$ cat src/rtl/hdu_pkg.sv
// Shared types and default widths for the hazard scoreboard unit.
// - reg_idx_t     : architectural register index
// - flush_state_t : branch-flush FSM states
// - *_DEF         : default sizing constants, including the clog2-derived
//                   scoreboard/occupancy counter width
package hdu_pkg;

    localparam int NUM_REGS_DEF  = 32;
    localparam int REG_W_DEF     = 5;
    localparam int MAX_LOADS_DEF = 2;
    localparam int CNT_W_DEF     = $clog2(MAX_LOADS_DEF + 1);
    localparam int FL_CNT_W      = 2;   // holds BR_PENALTY-1 for BR_PENALTY up to 3

    typedef logic [REG_W_DEF-1:0] reg_idx_t;

    typedef enum logic {
        FL_IDLE  = 1'b0,
        FL_FLUSH = 1'b1
    } flush_state_t;

endpackage

$ cat src/rtl/hazard_scoreboard_unit_if.sv
// Bundle between the ID stage / data memory and the hazard scoreboard unit.
// master : pipeline side; drives ID-stage fields, branch and memory response,
//          and receives the enables, flush and status outputs.
// slave  : the hazard scoreboard unit itself.
interface hazard_scoreboard_unit_if
    import hdu_pkg::*;
#(
    parameter int REG_W = REG_W_DEF,
    parameter int CNT_W = CNT_W_DEF
);
    logic             id_valid;
    logic [REG_W-1:0] id_rs1;
    logic [REG_W-1:0] id_rs2;
    logic             id_rs1_used;
    logic             id_rs2_used;
    logic [REG_W-1:0] id_rd;
    logic             id_memread;
    logic             branch_taken_ID;
    logic             mem_rsp_valid;
    logic             PCWrite;
    logic             IF_ID_Write;
    logic             Stall;
    logic             IF_ID_Flush;
    logic [CNT_W-1:0] loads_outstanding;
    logic [31:0]      stall_cycles;
    logic             rsp_err;

    modport master (
        output id_valid, id_rs1, id_rs2, id_rs1_used, id_rs2_used, id_rd,
               id_memread, branch_taken_ID, mem_rsp_valid,
        input  PCWrite, IF_ID_Write, Stall, IF_ID_Flush, loads_outstanding,
               stall_cycles, rsp_err
    );

    modport slave (
        input  id_valid, id_rs1, id_rs2, id_rs1_used, id_rs2_used, id_rd,
               id_memread, branch_taken_ID, mem_rsp_valid,
        output PCWrite, IF_ID_Write, Stall, IF_ID_Flush, loads_outstanding,
               stall_cycles, rsp_err
    );

endinterface

$ cat src/rtl/hdu_load_fifo.sv
// In-order FIFO of destination register indices for outstanding loads.
// Ports: clk, reset (sync, active-high), push/din, pop, head (oldest entry),
//        full, empty, count (occupancy).
// A push while full is accepted only when a pop happens in the same cycle.
module hdu_load_fifo
    import hdu_pkg::*;
#(
    parameter int DEPTH = MAX_LOADS_DEF,
    parameter int W     = REG_W_DEF,
    parameter int CNT_W = $clog2(DEPTH + 1)
) (
    input  logic             clk,
    input  logic             reset,
    input  logic             push,
    input  logic [W-1:0]     din,
    input  logic             pop,
    output logic [W-1:0]     head,
    output logic             full,
    output logic             empty,
    output logic [CNT_W-1:0] count
);
    localparam int PTR_W = (DEPTH > 1) ? $clog2(DEPTH) : 1;

    logic [W-1:0]     mem_r [DEPTH];
    logic [PTR_W-1:0] wr_ptr_r;
    logic [PTR_W-1:0] rd_ptr_r;
    logic [CNT_W-1:0] count_r;
    logic             do_push_s;
    logic             do_pop_s;

    function automatic logic [PTR_W-1:0] ptr_inc(input logic [PTR_W-1:0] p);
        if (p == PTR_W'(DEPTH - 1)) begin
            return {PTR_W{1'b0}};
        end else begin
            return p + PTR_W'(1);
        end
    endfunction

    assign full      = (count_r == CNT_W'(DEPTH));
    assign empty     = (count_r == {CNT_W{1'b0}});
    assign count     = count_r;
    assign head      = mem_r[rd_ptr_r];
    assign do_pop_s  = pop & ~empty;
    assign do_push_s = push & (~full | do_pop_s);

    // Entry storage; contents need no reset since occupancy gates their use.
    always_ff @(posedge clk) begin
        if (do_push_s) begin
            mem_r[wr_ptr_r] <= din;
        end
    end

    // Pointers and occupancy.
    always_ff @(posedge clk) begin
        if (reset) begin
            wr_ptr_r <= {PTR_W{1'b0}};
            rd_ptr_r <= {PTR_W{1'b0}};
            count_r  <= {CNT_W{1'b0}};
        end else begin
            if (do_push_s) begin
                wr_ptr_r <= ptr_inc(wr_ptr_r);
            end
            if (do_pop_s) begin
                rd_ptr_r <= ptr_inc(rd_ptr_r);
            end
            case ({do_push_s, do_pop_s})
                2'b10:   count_r <= count_r + CNT_W'(1);
                2'b01:   count_r <= count_r - CNT_W'(1);
                default: count_r <= count_r;
            endcase
        end
    end

endmodule

$ cat src/rtl/hazard_scoreboard_unit.sv
// Load-scoreboard hazard unit for the 5-stage pipeline.
// Ports: clk, reset (sync, active-high), bus (slave modport) carrying the ID
// fields, branch and memory response in; PCWrite/IF_ID_Write/Stall/IF_ID_Flush
// (combinational), loads_outstanding, stall_cycles and sticky rsp_err out.
// Each register keeps a count of in-flight loads targeting it; loads retire
// strictly in order through hdu_load_fifo.
module hazard_scoreboard_unit
    import hdu_pkg::*;
#(
    parameter int NUM_REGS   = NUM_REGS_DEF,
    parameter int REG_W      = REG_W_DEF,
    parameter int MAX_LOADS  = MAX_LOADS_DEF,
    parameter int BR_PENALTY = 1,
    parameter int RSP_BYPASS = 1
) (
    input  logic                    clk,
    input  logic                    reset,
    hazard_scoreboard_unit_if.slave bus
);
    localparam int CNT_W = $clog2(MAX_LOADS + 1);

    logic [CNT_W-1:0]    cnt_r [NUM_REGS];
    logic [REG_W-1:0]    head_s;
    logic                full_s;
    logic                empty_s;
    logic [CNT_W-1:0]    count_s;
    flush_state_t        state_r, state_s;
    logic [FL_CNT_W-1:0] fl_cnt_r, fl_cnt_s;
    logic [31:0]         stall_cycles_r;
    logic                rsp_err_r;
    logic                pop_s, push_s, issue_s, accept_br_s, flushing_s;
    logic                pm1_s, pm2_s, busy1_s, busy2_s;
    logic                hz_data_s, hz_full_s, stall_s;

    hdu_load_fifo #(.DEPTH(MAX_LOADS), .W(REG_W), .CNT_W(CNT_W)) u_fifo (
        .clk   (clk),
        .reset (reset),
        .push  (push_s),
        .din   (bus.id_rd),
        .pop   (pop_s),
        .head  (head_s),
        .full  (full_s),
        .empty (empty_s),
        .count (count_s)
    );

    assign pop_s      = bus.mem_rsp_valid & ~empty_s;
    assign flushing_s = (fl_cnt_r != {FL_CNT_W{1'b0}});

    // With bypass, the load retiring this cycle no longer counts as busy.
    assign pm1_s   = (RSP_BYPASS != 0) & pop_s & (head_s == bus.id_rs1);
    assign pm2_s   = (RSP_BYPASS != 0) & pop_s & (head_s == bus.id_rs2);
    assign busy1_s = (bus.id_rs1 != {REG_W{1'b0}}) &
                     ((cnt_r[bus.id_rs1] - CNT_W'(pm1_s)) != {CNT_W{1'b0}});
    assign busy2_s = (bus.id_rs2 != {REG_W{1'b0}}) &
                     ((cnt_r[bus.id_rs2] - CNT_W'(pm2_s)) != {CNT_W{1'b0}});

    assign hz_data_s = bus.id_valid & ((bus.id_rs1_used & busy1_s) |
                                       (bus.id_rs2_used & busy2_s));
    // A same-cycle response frees a slot, so a full FIFO only blocks without one.
    assign hz_full_s = bus.id_valid & bus.id_memread & full_s & ~bus.mem_rsp_valid;
    assign stall_s   = (hz_data_s | hz_full_s) & ~flushing_s & ~reset;

    assign issue_s     = bus.id_valid & ~stall_s & ~flushing_s & ~reset;
    assign push_s      = issue_s & bus.id_memread;
    assign accept_br_s = issue_s & bus.branch_taken_ID;

    assign bus.Stall             = stall_s;
    assign bus.PCWrite           = ~stall_s;
    assign bus.IF_ID_Write       = ~stall_s;
    assign bus.IF_ID_Flush       = (accept_br_s | flushing_s) & ~reset;
    assign bus.loads_outstanding = count_s;
    assign bus.stall_cycles      = stall_cycles_r;
    assign bus.rsp_err           = rsp_err_r;

    // Flush FSM next state: the first flush cycle is the accept cycle itself,
    // so the counter only covers the remaining BR_PENALTY-1 cycles.
    always_comb begin
        state_s  = state_r;
        fl_cnt_s = fl_cnt_r;
        case (state_r)
            FL_IDLE: begin
                if (accept_br_s && (BR_PENALTY > 1)) begin
                    state_s  = FL_FLUSH;
                    fl_cnt_s = FL_CNT_W'(BR_PENALTY - 1);
                end else begin
                    state_s  = FL_IDLE;
                end
            end
            FL_FLUSH: begin
                fl_cnt_s = fl_cnt_r - FL_CNT_W'(1);
                if (fl_cnt_r == FL_CNT_W'(1)) begin
                    state_s = FL_IDLE;
                end else begin
                    state_s = FL_FLUSH;
                end
            end
            default: begin
                state_s  = FL_IDLE;
                fl_cnt_s = {FL_CNT_W{1'b0}};
            end
        endcase
    end

    // Flush FSM state and counter registers.
    always_ff @(posedge clk) begin
        if (reset) begin
            state_r  <= FL_IDLE;
            fl_cnt_r <= {FL_CNT_W{1'b0}};
        end else begin
            state_r  <= state_s;
            fl_cnt_r <= fl_cnt_s;
        end
    end

    // Per-register outstanding-load counts; x0 is never counted.
    always_ff @(posedge clk) begin
        if (reset) begin
            for (int r = 0; r < NUM_REGS; r++) begin
                cnt_r[r] <= {CNT_W{1'b0}};
            end
        end else begin
            for (int r = 1; r < NUM_REGS; r++) begin
                if (push_s && (bus.id_rd == REG_W'(r)) &&
                    !(pop_s && (head_s == REG_W'(r)))) begin
                    cnt_r[r] <= cnt_r[r] + CNT_W'(1);
                end else if (pop_s && (head_s == REG_W'(r)) &&
                             !(push_s && (bus.id_rd == REG_W'(r)))) begin
                    cnt_r[r] <= cnt_r[r] - CNT_W'(1);
                end
            end
        end
    end

    // Stall cycle counter (wraps) and sticky response-without-load error.
    always_ff @(posedge clk) begin
        if (reset) begin
            stall_cycles_r <= 32'd0;
            rsp_err_r      <= 1'b0;
        end else begin
            if (stall_s) begin
                stall_cycles_r <= stall_cycles_r + 32'd1;
            end
            if (bus.mem_rsp_valid && empty_s) begin
                rsp_err_r <= 1'b1;
            end
        end
    end

endmodule

$ cat src/flat_wrapper.sv
// flat-port wrapper written by rule: the top's interface ports become plain ports
module hazard_scoreboard_unit_flat import hdu_pkg::*;
#(
    parameter int NUM_REGS   = NUM_REGS_DEF,
    parameter int REG_W      = REG_W_DEF,
    parameter int MAX_LOADS  = MAX_LOADS_DEF,
    parameter int BR_PENALTY = 1,
    parameter int RSP_BYPASS = 1
)
  (clk, reset, bus_id_valid, bus_id_rs1, bus_id_rs2, bus_id_rs1_used, bus_id_rs2_used, bus_id_rd, bus_id_memread, bus_branch_taken_ID, bus_mem_rsp_valid, bus_PCWrite, bus_IF_ID_Write, bus_Stall, bus_IF_ID_Flush, bus_loads_outstanding, bus_stall_cycles, bus_rsp_err);
  hazard_scoreboard_unit_if #(.REG_W(REG_W), .CNT_W(2)) bus_i ();
  input  logic clk;
  input  logic reset;
  input wire logic [$bits(bus_i.id_valid)-1:0] bus_id_valid;
  input wire logic [$bits(bus_i.id_rs1)-1:0] bus_id_rs1;
  input wire logic [$bits(bus_i.id_rs2)-1:0] bus_id_rs2;
  input wire logic [$bits(bus_i.id_rs1_used)-1:0] bus_id_rs1_used;
  input wire logic [$bits(bus_i.id_rs2_used)-1:0] bus_id_rs2_used;
  input wire logic [$bits(bus_i.id_rd)-1:0] bus_id_rd;
  input wire logic [$bits(bus_i.id_memread)-1:0] bus_id_memread;
  input wire logic [$bits(bus_i.branch_taken_ID)-1:0] bus_branch_taken_ID;
  input wire logic [$bits(bus_i.mem_rsp_valid)-1:0] bus_mem_rsp_valid;
  output wire logic [$bits(bus_i.PCWrite)-1:0] bus_PCWrite;
  output wire logic [$bits(bus_i.IF_ID_Write)-1:0] bus_IF_ID_Write;
  output wire logic [$bits(bus_i.Stall)-1:0] bus_Stall;
  output wire logic [$bits(bus_i.IF_ID_Flush)-1:0] bus_IF_ID_Flush;
  output wire logic [$bits(bus_i.loads_outstanding)-1:0] bus_loads_outstanding;
  output wire logic [$bits(bus_i.stall_cycles)-1:0] bus_stall_cycles;
  output wire logic [$bits(bus_i.rsp_err)-1:0] bus_rsp_err;
  assign bus_i.id_valid = bus_id_valid;
  assign bus_i.id_rs1 = bus_id_rs1;
  assign bus_i.id_rs2 = bus_id_rs2;
  assign bus_i.id_rs1_used = bus_id_rs1_used;
  assign bus_i.id_rs2_used = bus_id_rs2_used;
  assign bus_i.id_rd = bus_id_rd;
  assign bus_i.id_memread = bus_id_memread;
  assign bus_i.branch_taken_ID = bus_branch_taken_ID;
  assign bus_i.mem_rsp_valid = bus_mem_rsp_valid;
  assign bus_PCWrite = bus_i.PCWrite;
  assign bus_IF_ID_Write = bus_i.IF_ID_Write;
  assign bus_Stall = bus_i.Stall;
  assign bus_IF_ID_Flush = bus_i.IF_ID_Flush;
  assign bus_loads_outstanding = bus_i.loads_outstanding;
  assign bus_stall_cycles = bus_i.stall_cycles;
  assign bus_rsp_err = bus_i.rsp_err;
  hazard_scoreboard_unit #(.NUM_REGS(NUM_REGS), .REG_W(REG_W), .MAX_LOADS(MAX_LOADS), .BR_PENALTY(BR_PENALTY), .RSP_BYPASS(RSP_BYPASS)) u_core (.clk(clk), .reset(reset), .bus(bus_i));
endmodule
$ cat config.mk
export PLATFORM = sky130hd
export DESIGN_NAME = hazard_scoreboard_unit_flat
export DESIGN_NICKNAME = d
export VERILOG_FILES = /design/src/rtl/hdu_pkg.sv /design/src/rtl/hazard_scoreboard_unit_if.sv /design/src/rtl/hdu_load_fifo.sv /design/src/rtl/hazard_scoreboard_unit.sv /design/src/flat_wrapper.sv
export SDC_FILE = /design/constraint.sdc
export NUM_CORES = 1
export LEC_CHECK = 0
export CAP_MARGIN = 5
export CORE_MARGIN = 2
export CORE_UTILIZATION = 30
export CTS_CLUSTER_SIZE = 30
export DETAILED_ROUTE_END_ITERATION = 10
export PLACE_DENSITY = 0.48
export REMOVE_ABC_BUFFERS = 1
export SKIP_CTS_REPAIR_TIMING = 1
export SYNTH_ARGS = -nofsm -noshare
export SYNTH_HDL_FRONTEND = slang
export SYNTH_SLANG_ARGS = --single-unit
$ cat constraint.sdc
create_clock -name clk -period 4.6 [get_ports clk]
set_clock_uncertainty 0.15 [all_clocks]
set_input_delay 0.92 -clock clk [delete_from_list [all_inputs] [get_ports clk]]
set_output_delay 0.92 -clock clk [all_outputs]
set_load 0.01 [all_outputs]
==> impl_metrics.csv, run 1 <==
group,metric,value,unit
run_status,status,"complete, no violations",
placement,gp_congestion,0.868,
global_route,antenna_found_initial,0,
placement,io_buffers,61,
detailed_routing,wl_per_cell,19.3,um
clocking,cts_max_path_buffers,2,
pwr,combinationalPowerShare,0.151,
pwr,vdd_ir_drop_max,0.193,mV
pwr,p_per_area,301,nW/um2
setup_path,critical_path_class,"in2out",
pwr,power_frac_clock,0.454,
clocking,cts_tree,"built",
final_layout,n_antenna_cell,0,
detailed_routing,viasPerCell,5.41,
global_route,grt_usage,0.188,
placement,hpwl,18500,um
pwr,p_sw_frac,0.274,
timing,setup_viol,0,
detailed_routing,drc,0,
synthesis,netlist.area_leader.share,0.277,
final_layout,area_delta_synth_final,26.3,%
floorplan,ioPinCount,62,
global_route,grt_pass1_wl,38500,um
synthesis,yosys_warnings,0,
synthesis,synthTopCellsByCount,"nand2_1, edfxtp_1, nor2_1, mux2i_1, a21oi_1",
timing,relSlewSlack,0.246,
pwr,power_frac_seq,0.395,
synthesis,ys_types,66,
detailed_routing,drt_iter0_drc,394,
clocking,cts_sinks,113,
synthesis,syn-cell-area,7790,um2
timing,finalCriticalPeriod,4490,ps
pwr,power.internal,2160,uW
final_layout,final_util,0.389,
detailed_routing,firstDrtPassIters,8,
global_route,grt_pass1_vias,6581,
floorplan,fp.dieH,165,um
timing,setup_slack,109,ps
setup_path,cp.arrival,3420,ps
global_route,grt_max_degree,43,
setup_path,worst_ep_required_time,3530,ps
clocking,cts-htree-levels,4,
job,drv_cap,0,
floorplan,start_util,0.308,
setup_path,cp_max_fo,6,
synthesis,synth-async-reset-ratio,0,
pwr,total_power,2970,uW
pwr,p_leak,0.00353,uW
synthesis,synth_area_leaders,"edfxtp_1, dfxtp_1, mux2i_1",
timing,slew_viol_final,0,
clocking,clkTransAtPathRegs,60,ps
detailed_routing,totalWireLength,24800,um
clocking,clock_latency,430,ps
setup_path,worstSetupStartpoint,"bus_id_rs1[2]",
synthesis,synth_edf_count,72,
floorplan,die_area,27300,um2
worst_hold_path,hold_path_class,"reg2reg",
synthesis,synth_area_leader_cell,"edfxtp_1",
synthesis,syn-instance-count,837,
timing,finalHoldViolCount,0,
clocking,cts_buffers,17,
placement,pre_cts_slack,-507,ps
clocking,cts_root_buf,"clkbuf_16",
timing,tightestPinTransition,1130,ps
floorplan,core-area,25300,um2
timing,rsz0062_at_grt,"false",
worst_hold_path,min_from,"u_core.u_fifo.wr_ptr_r",
final_layout,final_cells,1284,
final_layout,drive_gt1_frac,0.165,
synthesis,avgSynthCellArea,9.31,um2
synthesis,synth_most_common_cell,"nand2_1",
global_route,grt_remaining_overflow,0,
floorplan,num_rows,58,
timing,fmax,223,MHz
setup_path,endpoint_kind,"primary output",
pwr,p_sw,812,uW
synthesis,synth_top_flop_cell,"edfxtp_1",
synthesis,ys_seq_elements,113,
floorplan,die_width,165,um
detailed_routing,detail-route-antenna-nets,0,
detailed_routing,vias,6951,
setup_path,startpoint_type,"input port",
timing,fin_crit_sh,0.976,
final_layout,final_nets,968,
synthesis,ys_seq_area_frac,0.383,
placement,dpl.cell_count,1249,
cells in the final DEF (no fill, tap or decap), drive strengths merged, types with 6 or more instances in the layout:
cell type / instances
nor3: 25
o21a: 6
xnor2: 28
nand2: 87
mux2i: 55
nand3: 36
nand4: 21
buf: 78
dfxtp: 41
or2: 8
and4: 6
and2: 10
nor4: 9
a21oi: 51
o31ai: 12
mux4: 23
inv: 27
nand2b: 16
mux2: 7
clkdlybuf4s50: 53
clkbuf: 25
or3: 25
nor2: 67
a31oi: 7
o21ai: 38
xor2: 29
and3: 8
or4: 12
edfxtp: 72
o41ai: 7
worst paths after layout:
| kind | end | slack (ps) | depth (start not counted) |
|---|---|---|---|
| setup reg to reg | u_core.cnt_r[4][0] | 520 | 11 |
| hold reg to reg | u_core.u_fifo.wr_ptr_r | 330 | 2 |
| setup / recovery | bus_Stall | 110 | 13 |
| hold / removal | u_core.u_fifo.wr_ptr_r | 330 | 2 |
logic make-up (layout without fill, tap and decap cells):
family	after synthesis	after routing	share of synthesized area
adders and majority gates	4	4	0.00642
xor gates and xnor gates	57	57	0.0640
and+or+nand+nor	342	342	0.223
muxes	85	85	0.150
DFF	113	113	0.383
buffers and inverters	73	190	0.0413
AOI/OAI and AO/OA	163	163	0.133
metrics by stage:
stage          instance area (um2)  setup TNS (ps)  hold WS [ps]
2_1_floorplan                 7560            -101           302
3_3_place_gp                  9170           -8570           313
4_1_cts                       9780           -1920           337
6_report                      9850               0           334
5_1_grt                       9850               0           387
3_5_place_dp                  9170           -8490           319
area by class of cell:
cell class	count	area [um2]
multi-input cells	651	4530
fillers	2566	15500
well taps	330	413
flip-flops and latches	113	2980
inverters	23	86.3
clock buffers	24	547
repair buffers	135	1230
clock inverters	8	58.8
worst max-delay path: stages:
cell,delay (ps)
clkdlybuf4s50_1,480
buf_6,140
buf_12,120
mux4_2,500
nand2_1,80
o211ai_1,100
or3_1,320
nand4_1,130
o211a_4,220
buf_4,130
o21ai_4,90
inv_1,60
buf_2,120
registers in the layout, summed over array words and instances (netlist names), named ones only:
signal and cells:
u_core.cnt_r 62, u_core.bus.stall_cycles 32, u_core.u_fifo.mem_r 10, u_core.fl_cnt_r 2
u_core.u_fifo.count 2, u_core.bus.rsp_err 1, u_core.state_r 1, u_core.u_fifo.rd_ptr_r 1
u_core.u_fifo.wr_ptr_r 1
power groups by stage:
stage	Clock, uW	Combinational (uW)	Sequential [uW]
6_report	1350	448	1170
4_1_cts	1370	439	1170
2_1_floorplan	0	227	1170
3_5_place_dp	0	436	1190
5_1_grt	1420	487	1180
3_3_place_gp	0	434	1190
metal layers:
metal / share of wire / track usage / wire length (um)
met1: 0.47 / 0.265 / 11800
met2: 0.45 / 0.290 / 11000
met3: 0.065 / 0.0437 / 1610
met4: 0.015 / 0.0458 / 372
met5: 0 / 0 / 0
Power figures use the tool's default switching activity.
==> inputs of run 2 (changes only) <==
--- a/config.mk
+++ b/config.mk
@@ -12,7 +12,6 @@
 export DETAILED_ROUTE_END_ITERATION = 10
 export PLACE_DENSITY = 0.48
 export REMOVE_ABC_BUFFERS = 1
-export SKIP_CTS_REPAIR_TIMING = 1
 export SYNTH_ARGS = -nofsm -noshare
 export SYNTH_HDL_FRONTEND = slang
 export SYNTH_SLANG_ARGS = --single-unit
==> run 2 against run 1 <==
Fmax increased by 1.2%; hold slack hardly changed; final area about the same; register-to-register slack got worse by 20 ps; sequential power barely moved; critical endpoint unchanged; clock power about the same; sequential share of layout area is essentially flat; critical path type unchanged; setup slack gained 52 ps; routed wire length up 0.12%; first-iteration DRC count up 14%.
==> impl_metrics.csv, run 2 (synthesized netlist as in run 1, its figures left out) <==
group,metric,value,unit
final_layout,drive_gt1_frac,0.165,
global_route,grt_max_degree,43,
clocking,cts_max_path_buffers,2,
setup_path,crit_path_max_incr_delay,650,ps
timing,slew_viol_final,0,
job,drv_cap,0,
global_route,grt_pass1_vias,6594,
worst_hold_path,min_path_cells,2,
floorplan,die_width,165,um
clocking,cts_sinks,113,
clocking,clock_latency,430,ps
timing,holdWs,334,ps
final_layout,largest_register_ffs,62,
timing,tightestPinTransition,1160,ps
clocking,cts_buffers,17,
floorplan,ioPinCount,62,
worst_hold_path,hold_path_class,"reg2reg",
detailed_routing,wl_per_cell,19.3,um
timing,finalHoldViolCount,0,
global_route,antenna_found_initial,0,
setup_path,reg2reg_depth,11,
floorplan,num_rows,58,
setup_path,critical_path_class,"in2out",
setup_path,cp.arrival,3370,ps
detailed_routing,wl_met3,1650,um
final_layout,final_util,0.389,
timing,finalCriticalPeriod,4440,ps
floorplan,die_area,27300,um2
setup_path,cp_max_fo,5,
detailed_routing,vias,6940,
pwr,total_power,2970,uW
final_layout,regMostFlops,"u_core.cnt_r",
setup_path,crit_chain,"clkdlybuf4s50_1 -> buf_4 -> buf_4 -> mux2i_1 -> mux4_2 -> a21oi_1 -> a31oi_1 -> o21ai_2 -> buf_6 -> o21ai_4 -> inv_1 -> buf_2",
clocking,cts_tree,"built",
timing,setup_viol,0,
final_layout,final_nets,968,
timing,rsz0062_at_grt,"false",
worst_hold_path,min_from,"u_core.u_fifo.wr_ptr_r",
setup_path,worst_ep_required_time,3530,ps
final_layout,mostFrequentLayoutCell,"nand2_1",
timing,fmax,225,MHz
floorplan,fp.dieH,165,um
detailed_routing,totalWireLength,24800,um
placement,pre_cts_slack,-507,ps
global_route,grt_pass1_wl,38600,um
placement,hpwl,18500,um
final_layout,n_antenna_cell,0,
timing,setup_slack,161,ps
run_status,status,"complete, no violations",
detailed_routing,drc,0,
timing,timing.setup.tns,0,ps
worst_hold_path,min_to,"u_core.u_fifo.wr_ptr_r",
floorplan,core-area,25300,um2
global_route,grt_usage,0.188,
setup_path,startpoint_type,"input port",
detailed_routing,wl_met2,11100,um
final_layout,area_delta_synth_final,26.3,%
detailed_routing,drt-met1-wl,11700,um
clocking,cts_root_buf,"clkbuf_16",
detailed_routing,firstDrtPassIters,6,
final_layout,layout_common_cells,"nand2_1, edfxtp_1, nor2_1",
pwr,vdd_ir_drop_max,0.191,mV
detailed_routing,detail-route-antenna-nets,0,
setup_path,slowest_stage,"clkdlybuf4s50_1",
detailed_routing,viasPerCell,5.40,
timing,relSlewSlack,0.228,
detailed_routing,top_layer,"met4",
timing,fin_crit_sh,0.965,
global_route,grt_remaining_overflow,0,
detailed_routing,drt_iter0_drc,450,
clocking,cts-htree-levels,4,
setup_path,r2r_slack,500,ps
setup_path,rr_endpoint,"u_core.cnt_r[4][0]",
setup_path,endpoint_kind,"primary output",
clocking,clkTransAtPathRegs,60,ps
floorplan,start_util,0.308,
setup_path,worstSetupStartpoint,"bus_id_rs2[2]",
placement,gp_congestion,0.868,
placement,io_buffers,61,
pwr,p_per_area,301,nW/um2
pwr,p_leak,0.00353,uW
setup_path,crit_top_cell,"buf_4",
==> run 2: cell types whose count changed in the layout (fill, tap and decap cells not counted) <==
| cell | delta |
|---|---|
| buf_2 | +2 |
| buf_4 | -1 |
| clkbuf_2 | -1 |
| clkdlybuf4s50_1 | -1 |
| dlygate4sd2_1 | +1 |
==> run 2: cell type report <==
class	count	area, um2
Timing Repair Buffer	135	1220
Clock inverter	8	58.8
Inverter	23	86.3
Sequential cell	113	2980
Clock buffer	24	547
Tap cell	330	413
Multi-Input combinational cell	651	4530
Fill cell	2562	15500
==> run 2: worst max-delay path, delay by kind of cell <==
family | cells | cell delay, ps
multiplexers | 2 | 570
AO/OA/AOI/OAI | 4 | 530
buffers and inverters | 6 | 1350
==> run 2: worst max-delay path by stage <==
stage | to | slack [ps] | cells after the start
floorplan | bus_IF_ID_Flush | -100 | 9
global placement | bus_IF_ID_Flush | -530 | 11
detailed placement | bus_IF_ID_Flush | -510 | 11
CTS | bus_IF_ID_Flush | 50 | 14
global route | bus_Stall | 20 | 12
finish | bus_Stall | 160 | 12
==> run 2: metrics by stage <==
stage               std cells  instance area (um2)
global placement         1249                 9170
finish                   1284                 9840
CTS                      1283                 9810
global route             1284                 9840
floorplan                 787                 7560
detailed placement       1249                 9170
==> run 2: power by group <==
part / total (uW) / switching (uW) / internal, uW
Combinational: 449 / 251 / 199
Sequential: 1170 / 52.6 / 1120
Clock: 1340 / 508 / 836
Total: 2970 / 811 / 2150
==> run 2: per-layer routing <==
| metal | up-vias | global-route usage |
|---|---|---|
| met5 | - | 0 |
| met4 | 0 | 0.0458 |
| met3 | 28 | 0.0437 |
| met2 | 234 | 0.291 |
| met1 | 3333 | 0.265 |
| li1 | 3345 | - |
==> run 2: what timing repair did <==
action | CTS | global route
resized for setup | 25 | 7
hold buffers | 0 | 0
pin swaps | 2 | 8
endpoints found under the hold margin | 0 | 0
buffers inserted | 2 | 1
gates cloned | 0 | 0
setup endpoints to repair | 4 | 4
